<file path="config.mk">
export PLATFORM = sky130hd
export DESIGN_NAME = fetch_ctrl_flat
export DESIGN_NICKNAME = d
export VERILOG_FILES = /design/src/rtl/fetch_ctrl_if.sv /design/src/rtl/fetch_ctrl.sv /design/src/flat_wrapper.sv
export SDC_FILE = /design/constraint.sdc
export NUM_CORES = 1
export LEC_CHECK = 0
export ABC_AREA = 1
export BUFFER_PORTS_ARGS = -buffer_cell sky130_fd_sc_hd__buf_2
export CORE_UTILIZATION = 33
export DETAILED_ROUTE_END_ITERATION = 8
export GPL_TIMING_DRIVEN = 0
export REMOVE_ABC_BUFFERS = 1
export SETUP_SLACK_MARGIN = 0.15
export SYNTH_ARGS = -nofsm -noshare
export SYNTH_HDL_FRONTEND = slang
export SYNTH_SLANG_ARGS = --single-unit
export TNS_END_PERCENT = 1
</file>
<file path="constraint.sdc">
create_clock -name clk -period 5.3 [get_ports clk]
set_clock_uncertainty 0.15 [all_clocks]
set_input_delay 1.325 -clock clk [delete_from_list [all_inputs] [get_ports clk]]
set_output_delay 1.325 -clock clk [all_outputs]
set_load 0.01 [all_outputs]
</file>
<file path="src/rtl/fetch_ctrl_if.sv">
// fetch_ctrl_if: memory read channel and fetch-queue push channel of the fetch sequencer.
//   mem_req/mem_addr   request side, driven by the sequencer
//   mem_ack            memory accepts the current request (valid with mem_req)
//   mem_rvalid/rdata   in-order read responses
//   q_count            fetch queue occupancy
//   q_push/q_push_value/q_flush   queue write and flush strobes
interface fetch_ctrl_if;
    localparam int unsigned AW = 16;
    localparam int unsigned DW = 16;
    localparam int unsigned CW = 3;

    logic          mem_req;
    logic [AW-1:0] mem_addr;
    logic          mem_ack;
    logic          mem_rvalid;
    logic [DW-1:0] mem_rdata;
    logic [CW-1:0] q_count;
    logic          q_push;
    logic [DW-1:0] q_push_value;
    logic          q_flush;

    // Sequencer side
    modport master (
        output mem_req, mem_addr, q_push, q_push_value, q_flush,
        input  mem_ack, mem_rvalid, mem_rdata, q_count
    );

    // Memory / queue side
    modport slave (
        input  mem_req, mem_addr, q_push, q_push_value, q_flush,
        output mem_ack, mem_rvalid, mem_rdata, q_count
    );
endinterface

</file>
<file path="src/rtl/fetch_ctrl.sv">
// fetch_ctrl: fetch sequencer between instruction memory and the fetch queue.
//   Owns the fetch PC, only requests reads that are guaranteed a queue slot,
//   pushes returned words in order and, on a branch redirect, flushes the queue
//   and discards the responses of reads that were already in flight.
// Ports:
//   clk, reset        clock and asynchronous active-high reset
//   i_start           leave IDLE and begin fetching
//   i_halt            level gate on issuing new reads
//   i_redirect(_pc)   one-cycle branch redirect and its target
//   o_fetch_pc        next address to be requested
//   bus               memory request/response and queue push/flush (master side)
module fetch_ctrl #(
    parameter int unsigned QDEPTH       = 6,
    parameter int unsigned MAX_INFLIGHT = 2,
    parameter logic [15:0] RESET_PC     = 16'h0000
) (
    input  logic        clk,
    input  logic        reset,
    input  logic        i_start,
    input  logic        i_halt,
    input  logic        i_redirect,
    input  logic [15:0] i_redirect_pc,
    output logic [15:0] o_fetch_pc,
    fetch_ctrl_if.master bus
);
    localparam int unsigned AW = 16;
    localparam int unsigned DW = 16;
    localparam int unsigned CW = 3;
    localparam int unsigned SW = 4;

    typedef enum logic [1:0] {S_IDLE, S_RUN, S_DRAIN} state_t;

    state_t        r_state;
    state_t        w_state_nxt;
    logic          r_mem_req;
    logic [AW-1:0] r_mem_addr;
    logic [AW-1:0] r_fetch_pc;
    logic          r_q_push;
    logic [DW-1:0] r_q_push_value;
    logic          r_q_flush;
    logic [CW-1:0] r_inflight;
    logic [CW-1:0] r_drop_cnt;

    logic          w_redir;
    logic          w_ack;
    logic          w_drop;
    logic          w_take;
    logic          w_issue;
    logic [SW-1:0] w_occ;
    logic [CW-1:0] w_inflight_nxt;
    logic [CW-1:0] w_drop_cnt_nxt;
    logic [AW-1:0] w_pc_nxt;
    logic          w_mem_req_nxt;
    logic [AW-1:0] w_mem_addr_nxt;
    logic          w_q_push_nxt;
    logic [DW-1:0] w_q_push_value_nxt;
    logic          w_q_flush_nxt;

    // Bookkeeping shared by the FSM and the output registers
    always_comb begin : track_comb
        w_redir = i_redirect && (r_state != S_IDLE);
        w_ack   = r_mem_req && bus.mem_ack;
        // A response arriving with a redirect is stale as well
        w_drop  = bus.mem_rvalid && (w_redir || (r_drop_cnt != '0));
        w_take  = bus.mem_rvalid && !w_drop;
        // inflight covers the word held in the push register until it is pushed
        w_inflight_nxt = r_inflight + CW'(w_ack) - CW'(r_q_push) - CW'(w_drop);

        w_drop_cnt_nxt = r_drop_cnt;
        if (w_redir) begin
            w_drop_cnt_nxt = w_inflight_nxt;
        end else if (w_drop) begin
            w_drop_cnt_nxt = r_drop_cnt - CW'(1);
        end

        w_pc_nxt = r_fetch_pc;
        if (w_redir) begin
            w_pc_nxt = i_redirect_pc;
        end else if (w_ack) begin
            w_pc_nxt = r_fetch_pc + AW'(1);
        end

        // Slots already spoken for: queued words plus every accepted read, this cycle's ack included
        w_occ   = SW'(bus.q_count) + SW'(r_inflight) + SW'(w_ack);
        w_issue = (r_state == S_RUN) && !i_halt && !i_redirect &&
                  (w_occ < SW'(QDEPTH)) && (w_inflight_nxt < CW'(MAX_INFLIGHT));
    end

    // State register
    always_ff @(posedge clk or posedge reset) begin : state_reg
        if (reset) begin
            r_state <= S_IDLE;
        end else begin
            r_state <= w_state_nxt;
        end
    end

    // Next state: stay in DRAIN while stale responses are still owed
    always_comb begin : next_state_comb
        w_state_nxt = r_state;
        case (r_state)
            S_IDLE:         if (i_start) w_state_nxt = S_RUN;
            S_RUN, S_DRAIN: w_state_nxt = (w_drop_cnt_nxt != '0) ? S_DRAIN : S_RUN;
            default:        w_state_nxt = S_IDLE;
        endcase
    end

    // Next values of the registered outputs
    always_comb begin : output_comb
        w_mem_req_nxt      = w_issue;
        w_mem_addr_nxt     = w_pc_nxt;
        w_q_push_nxt       = w_take;
        w_q_push_value_nxt = r_q_push_value;
        w_q_flush_nxt      = w_redir;
        if (w_take) begin
            w_q_push_value_nxt = bus.mem_rdata;
        end
    end

    // Output and counter registers
    always_ff @(posedge clk or posedge reset) begin : out_reg
        if (reset) begin
            r_mem_req      <= 1'b0;
            r_mem_addr     <= RESET_PC;
            r_fetch_pc     <= RESET_PC;
            r_q_push       <= 1'b0;
            r_q_push_value <= '0;
            r_q_flush      <= 1'b0;
            r_inflight     <= '0;
            r_drop_cnt     <= '0;
        end else begin
            r_mem_req      <= w_mem_req_nxt;
            r_mem_addr     <= w_mem_addr_nxt;
            r_fetch_pc     <= w_pc_nxt;
            r_q_push       <= w_q_push_nxt;
            r_q_push_value <= w_q_push_value_nxt;
            r_q_flush      <= w_q_flush_nxt;
            r_inflight     <= w_inflight_nxt;
            r_drop_cnt     <= w_drop_cnt_nxt;
        end
    end

    assign bus.mem_req      = r_mem_req;
    assign bus.mem_addr     = r_mem_addr;
    assign bus.q_push       = r_q_push;
    assign bus.q_push_value = r_q_push_value;
    assign bus.q_flush      = r_q_flush;
    assign o_fetch_pc       = r_fetch_pc;
endmodule

</file>
<file path="src/flat_wrapper.sv">
// flat-port wrapper written by rule: the top's interface ports become plain ports
module fetch_ctrl_flat 
#(
    parameter int unsigned QDEPTH       = 6,
    parameter int unsigned MAX_INFLIGHT = 2,
    parameter logic [15:0] RESET_PC     = 16'h0000
)
  (clk, reset, i_start, i_halt, i_redirect, i_redirect_pc, o_fetch_pc, bus_mem_req, bus_mem_addr, bus_q_push, bus_q_push_value, bus_q_flush, bus_mem_ack, bus_mem_rvalid, bus_mem_rdata, bus_q_count);
  fetch_ctrl_if bus_i ();
  input  logic clk;
  input  logic reset;
  input  logic i_start;
  input  logic i_halt;
  input  logic i_redirect;
  input  logic [15:0] i_redirect_pc;
  output logic [15:0] o_fetch_pc;
  output wire logic [$bits(bus_i.mem_req)-1:0] bus_mem_req;
  output wire logic [$bits(bus_i.mem_addr)-1:0] bus_mem_addr;
  output wire logic [$bits(bus_i.q_push)-1:0] bus_q_push;
  output wire logic [$bits(bus_i.q_push_value)-1:0] bus_q_push_value;
  output wire logic [$bits(bus_i.q_flush)-1:0] bus_q_flush;
  input wire logic [$bits(bus_i.mem_ack)-1:0] bus_mem_ack;
  input wire logic [$bits(bus_i.mem_rvalid)-1:0] bus_mem_rvalid;
  input wire logic [$bits(bus_i.mem_rdata)-1:0] bus_mem_rdata;
  input wire logic [$bits(bus_i.q_count)-1:0] bus_q_count;
  assign bus_mem_req = bus_i.mem_req;
  assign bus_mem_addr = bus_i.mem_addr;
  assign bus_q_push = bus_i.q_push;
  assign bus_q_push_value = bus_i.q_push_value;
  assign bus_q_flush = bus_i.q_flush;
  assign bus_i.mem_ack = bus_mem_ack;
  assign bus_i.mem_rvalid = bus_mem_rvalid;
  assign bus_i.mem_rdata = bus_mem_rdata;
  assign bus_i.q_count = bus_q_count;
  fetch_ctrl #(.QDEPTH(QDEPTH), .MAX_INFLIGHT(MAX_INFLIGHT), .RESET_PC(RESET_PC)) u_core (.clk(clk), .reset(reset), .i_start(i_start), .i_halt(i_halt), .i_redirect(i_redirect), .i_redirect_pc(i_redirect_pc), .o_fetch_pc(o_fetch_pc), .bus(bus_i));
endmodule
</file>
==> results of run 1 <==
-- cell usage in the layout, fill, tap and decap left out, drive strengths merged, types with 5 or more instances in the layout --
| master | netlist | final |
|---|---|---|
| clkbuf | 0 | 5 |
| nor3 | 6 | 6 |
| ha | 12 | 12 |
| nand4 | 7 | 7 |
| nand3 | 19 | 19 |
| a21oi | 6 | 6 |
| dfrtp | 43 | 43 |
| buf | 23 | 93 |
| inv | 47 | 47 |
| nor2 | 27 | 27 |
| o21ai | 22 | 22 |
| nand2 | 114 | 114 |
-- tightest hold or removal path, delay by kind of cell, from the launching register on --
kind | cells | cell delay (ps)
flip-flops | 1 | 350
AND/OR/NAND/NOR | 2 | 100
-- stage by stage --
step	hold slack, ps	setup WS [ps]
after floorplan	324	1780
after global placement	308	1290
after detailed placement	312	1280
after CTS	335	1560
after global routing	352	1310
final	332	1620
-- metal layers --
metal	GRT usage	part of all wire
met4	0.0278	0.0039
met5	0	0
met3	0.0410	0.060
met2	0.282	0.48
met1	0.190	0.46
-- registers in the layout, indices dropped and copies added, names as in the netlist --
register                 count
u_core.bus.mem_addr         16
u_core.bus.mem_req           1
u_core.bus.q_flush           1
u_core.bus.q_push            1
u_core.bus.q_push_value     16
u_core.r_drop_cnt            3
u_core.r_inflight            3
u_core.r_state               2
-- cells in the mapped netlist, types with 2 or more instances --
library cell and number:
fa_1 2, buf_4 19, o21ai_0 21, a21oi_1 6, nor2_1 20, clkinv_1 2
inv_1 45, nand3_2 2, nor3_1 6, nand4_1 7, nand3b_1 3, nor2_4 2
nand2_2 6, nor2_2 5, buf_2 3, o211ai_1 2, a211oi_1 2, dfrtp_1 43
or2_1 2, nand2_1 108, a31oi_1 2, nand3_1 17, ha_1 12
-- final cells by class --
cell class / count / area (um2)
clock buffers: 5 / 68.8
clock inverters: 3 / 20.0
fillers: 805 / 4570
inverters: 49 / 186
multi-input cells: 231 / 1190
flip-flops and latches: 43 / 1080
well taps: 102 / 128
repair buffers: 93 / 488
-- logic make-up after synthesis --
logic type	count (synthesis)	synth area share
xor+xnor	1	0.00334
buf+inv	72	0.135
compound gates	35	0.0720
fa+ha+maj	14	0.0725
simple gates	181	0.307
flops	43	0.410
-- where the power goes --
part / switching [uW] / internal, uW / leakage [uW]
clock: 122 / 91.9 / 0.0000402
sequential: 136 / 478 / 0.000521
combinational: 539 / 345 / 0.00119
total: 797 / 915 / 0.00175
-- worst paths after layout --
kind	to	startpoint	slack, ps	depth (start not counted)
max in group asynchronous	u_core.r_inflight[0]$_DFF_PP0_	reset	3610	3
setup reg to reg	u_core.r_state[1]$_DFFE_PP0P_	u_core.r_state[0]$_DFFE_PP0P_	2030	20
hold / removal	u_core.bus.q_push_value[7]$_DFFE_PP0P_	u_core.bus.q_push_value[7]$_DFFE_PP0P_	330	2
setup / recovery	u_core.r_state[1]$_DFFE_PP0P_	i_redirect	1620	17
min in group asynchronous	u_core.bus.q_push_value[0]$_DFFE_PP0P_	reset	900	2
hold reg to reg	u_core.bus.q_push_value[7]$_DFFE_PP0P_	u_core.bus.q_push_value[7]$_DFFE_PP0P_	330	2
==> impl_metrics.json, run 1 <==
{
  "status": "finished clean",
  "nNetsFinal": 479,
  "syn-cell-area_um2": 2620,
  "design_area_um2": 3160,
  "vias_per_cell": 4.54,
  "fmax_ghz": 0.272,
  "clkTransAtPathRegs_ps": 90,
  "critPathMaxStageDelay_ps": 450,
  "cp_slowest_cell": "fa_1",
  "drv_slew": 0,
  "avgSynthCellArea_um2": 7.58,
  "antenna_found_initial": 0,
  "cts_made_buffers": 5,
  "grt_use_total": 0.157,
  "drt_iter0_drc": 50,
  "hold_path.class": "flip-flop to flip-flop",
  "period_share": 0.694,
  "async_reset_ff_frac": 1.00,
  "hold_buffers": 0,
  "wirelength_um": 5970,
  "drive_gt1_frac": 0.283,
  "critical_path_arrival_ps": 3720,
  "period_minus_slack_ps": 3680,
  "area_delta_synth_final_pct": 20.4,
  "ys_seq_area_frac": 0.410,
  "cp-end-kind": "flip-flop",
  "start_util": 0.340,
  "path_cells": "buf_2 > nand2_2 > nand2_1 > nand2_1 > fa_1 > ha_1 > ha_1 > inv_1 > nand2_1 > nand2_1 > nand2_1 > nand3_1 > nand2_1 > inv_1 > nand3_1 > nand2_1 > nand2_1",
  "stdcell_count": 526,
  "crit_buf_inv": 3,
  "clock_latency_ps": 290,
  "drv_cap": 0,
  "totalPowerFinal_uw": 1710,
  "h-tree-depth": 2,
  "postPlaceCellArea_um2": 3070,
  "dr.pass1.iters": 5,
  "dp_cells": 518,
  "tightest_slew_ps": 603,
  "netlist.area_leader.share": 0.410,
  "io_buffers": 92,
  "synth_area_leaders": "dfrtp_1 (41%), nand2_1 (15%), inv_1 (6.4%)",
  "row_count": 32,
  "fin_util": 0.409,
  "cts_buffer_depth": 2,
  "antenna_left": 0,
  "ys_types": 32,
  "yosysTopAreaCell": "dfrtp_1",
  "grt_pass1_vias": 2379,
  "worstPathMaxFanout": 31,
  "via_count": 2389,
  "tritoncts": "yes",
  "clock_sinks": 43,
  "powerDensity_nw_per_um2": 542,
  "relSlewSlack": 0.597,
  "routedWlPerCell_um": 11.3,
  "gp_congestion": 0.777,
  "grt_max_degree": 32,
  "drc": 0,
  "cp.required_ps": 5340,
  "dp_hpwl_um": 4430,
  "crit_type": "primary input to flip-flop",
  "die_area_um2": 8310,
  "chipWidth_um": 91.2,
  "critPathTopFamily": "simple AND/OR/NAND/NOR gates",
  "core-area_um2": 7730,
  "leakage_uw": 0.00175,
  "cts-root-buf": "clkbuf_8",
  "synthCells": 346,
  "ys_ff_latch": 43,
  "synth-edff-count": 0,
  "die_h_um": 91.2,
  "grt_remaining_overflow": 0,
  "hold_viol_final": 0,
  "antenna_cells": 0,
  "setup_viol": 0,
  "critPathLaunchType": "primary input",
  "grt_pass1_wl_um": 10700,
  "cp_common_cell": "nand2_1",
  "cts_resized": 0,
  "ys.flop_type": "dfrtp_1",
  "rsz0062_at_grt": "false",
  "ys_warn_count": 0,
  "peakVddDrop_mv": 0.205,
  "postCtsSetupBuffers": 0,
  "setup-tns-final_ps": 0,
  "io_pins": 93
}
No activity file was read; power rests on OpenSTA's default activity.
==> inputs of run 2 (changes only) <==
==> constraint.sdc (replaced) <==
create_clock -name clk -period 3 [get_ports clk]
set_clock_uncertainty 0.15 [all_clocks]
set_input_delay 0.75 -clock clk [delete_from_list [all_inputs] [get_ports clk]]
set_output_delay 0.75 -clock clk [all_outputs]
set_load 0.01 [all_outputs]
==> run 2 against run 1 <==
Against the previous run: die area unchanged; count of clock-buffer cells in the layout unchanged; combinational power up 96%; cell count up 0.95%; critical path depth down 3; register-to-register slack worse by 1700 ps; sequential share of layout area down 1.1 points; first-iteration DRC count up 34%; via count up 1.7%; worst setup slack worse by 1300 ps; total power up 87%; largest power group unchanged; hold slack worse by 5.7 ps.
==> impl_metrics.json, run 2 (synthesized netlist as in run 1, its figures left out) <==
{
  "grt_pass1_vias": 2385,
  "drive_gt1_frac": 0.319,
  "core-area_um2": 7730,
  "cts-root-buf": "clkbuf_8",
  "grt_max_degree": 24,
  "vias_per_cell": 4.58,
  "crit_type": "primary input to flip-flop",
  "setup_slack_ps": 368,
  "critical_path_arrival_ps": 2670,
  "r2r_start": "u_core.r_drop_cnt[0]$_DFF_PP0_",
  "crit_path_end": "u_core.r_state[1]$_DFFE_PP0P_",
  "die_area_um2": 8310,
  "drv_slew": 0,
  "relSlewSlack": 0.655,
  "h-tree-depth": 2,
  "antenna_found_initial": 0,
  "rsz0062_at_grt": "false",
  "die_h_um": 91.2,
  "clkTransAtPathRegs_ps": 90,
  "layout_commonest_cell": "nand2_1",
  "drc": 0,
  "dp_cells": 518,
  "r2r-end": "u_core.r_state[1]$_DFFE_PP0P_",
  "antenna_cells": 0,
  "grt_remaining_overflow": 0,
  "fin_util": 0.423,
  "tritoncts": "yes",
  "status": "finished clean",
  "place_ws_ps": -447,
  "hold_viol_final": 0,
  "routedWlPerCell_um": 12.1,
  "peakVddDrop_mv": 0.383,
  "leakage_uw": 0.00178,
  "antenna_left": 0,
  "r2r_slack_ps": 370,
  "period_minus_slack_ps": 2630,
  "hold_path.class": "primary input to async pin",
  "worstPathMaxFanout": 6,
  "clock_latency_ps": 290,
  "tightest_slew_ps": 517,
  "cts_buffer_depth": 2,
  "via_count": 2430,
  "start_util": 0.340,
  "io_buffers": 92,
  "dp_hpwl_um": 4430,
  "nNetsFinal": 484,
  "critPathLaunchType": "primary input",
  "cp-end-kind": "flip-flop",
  "wirelength_um": 6410,
  "powerDensity_nw_per_um2": 977,
  "postPlaceCellArea_um2": 3070,
  "drt_iter0_drc": 67,
  "dr.pass1.iters": 4,
  "rr_worst_depth": 19,
  "cp.required_ps": 3040,
  "area_delta_synth_final_pct": 24.6,
  "gp_congestion": 0.777,
  "final_cell_mix": "nand2_1 (104), buf_2 (92), dfrtp_1 (43)",
  "setup_viol": 0,
  "period_share": 0.877,
  "drv_cap": 0,
  "fmax_ghz": 0.380,
  "setup.worst_path.start": "i_redirect",
  "row_count": 32,
  "grt_use_total": 0.165,
  "grt_pass1_wl_um": 11100,
  "totalPowerFinal_uw": 3190,
  "chipWidth_um": 91.2,
  "clock_sinks": 43,
  "design_area_um2": 3270,
  "io_pins": 93,
  "stdcell_count": 531,
  "cts_made_buffers": 5
}
## run 2: cell count changes in the layout (fill, tap and decap cells not counted), sizes merged
cell   previous run  this run
nand2           114       115
buf              93        97
## run 2: timing repair
item                                    in CTS  in global routing
endpoints found under the setup margin       8                  3
setup buffers                                3                  1
pin swaps                                    1                  4
gates resized for setup                      5                 14
gates cloned                                 1                  0
hold buffers                                 0                  0
## run 2: final cells by class
cell class | instances | area, um2
Clock buffer | 5 | 68.8
Fill cell | 799 | 4460
Tap cell | 102 | 128
Inverter | 49 | 189
Multi-Input combinational cell | 232 | 1270
Clock inverter | 3 | 20.0
Sequential cell | 43 | 1080
Timing Repair Buffer | 97 | 518
## run 2: how the worst min path moves through the flow
stage                                                 startpoint                                      to  depth (start not counted)
after floorplan                    u_core.r_state[1]$_DFFE_PP0P_           u_core.r_state[1]$_DFFE_PP0P_                          2
after global placement    u_core.bus.q_push_value[9]$_DFFE_PP0P_  u_core.bus.q_push_value[9]$_DFFE_PP0P_                          2
after detailed placement  u_core.bus.q_push_value[7]$_DFFE_PP0P_  u_core.bus.q_push_value[7]$_DFFE_PP0P_                          2
after CTS                                                  reset  u_core.bus.q_push_value[0]$_DFFE_PP0P_                          2
after global routing                                       reset  u_core.bus.q_push_value[0]$_DFFE_PP0P_                          2
final                                                      reset     u_core.bus.mem_addr[12]$_DFFE_PP0P_                          2
## run 2: stage by stage
step	setup TNS [ps]	hold WS (ps)
detailed placement	-2040	312
floorplan	0	324
global placement	-1850	308
finish	0	327
global route	0	339
CTS	0	335
## run 2: power by group
group,leakage (uW),switching (uW),internal [uW]
Combinational,0.00122,1040,689
Clock,0.0000402,217,162
Sequential,0.000521,239,845
Total,0.00178,1500,1700
## run 2: routing by layer
| metal | wire length [um] | track usage |
|---|---|---|
| met4 | 23 | 0.0238 |
| met5 | 0 | 0 |
| met1 | 2880 | 0.206 |
| met2 | 3160 | 0.292 |
| met3 | 347 | 0.0394 |
## run 2: worst max-delay path, cell delays in order
cell	delay (ps)
buf_2	200
nand2_8	90
nand2_4	90
nand2_4	60
fa_2	370
inv_1	60
ha_1	210
inv_1	100
ha_4	220
or2_1	220
nand2_1	110
nand3_1	80
nand2_1	60
nand2_1	50
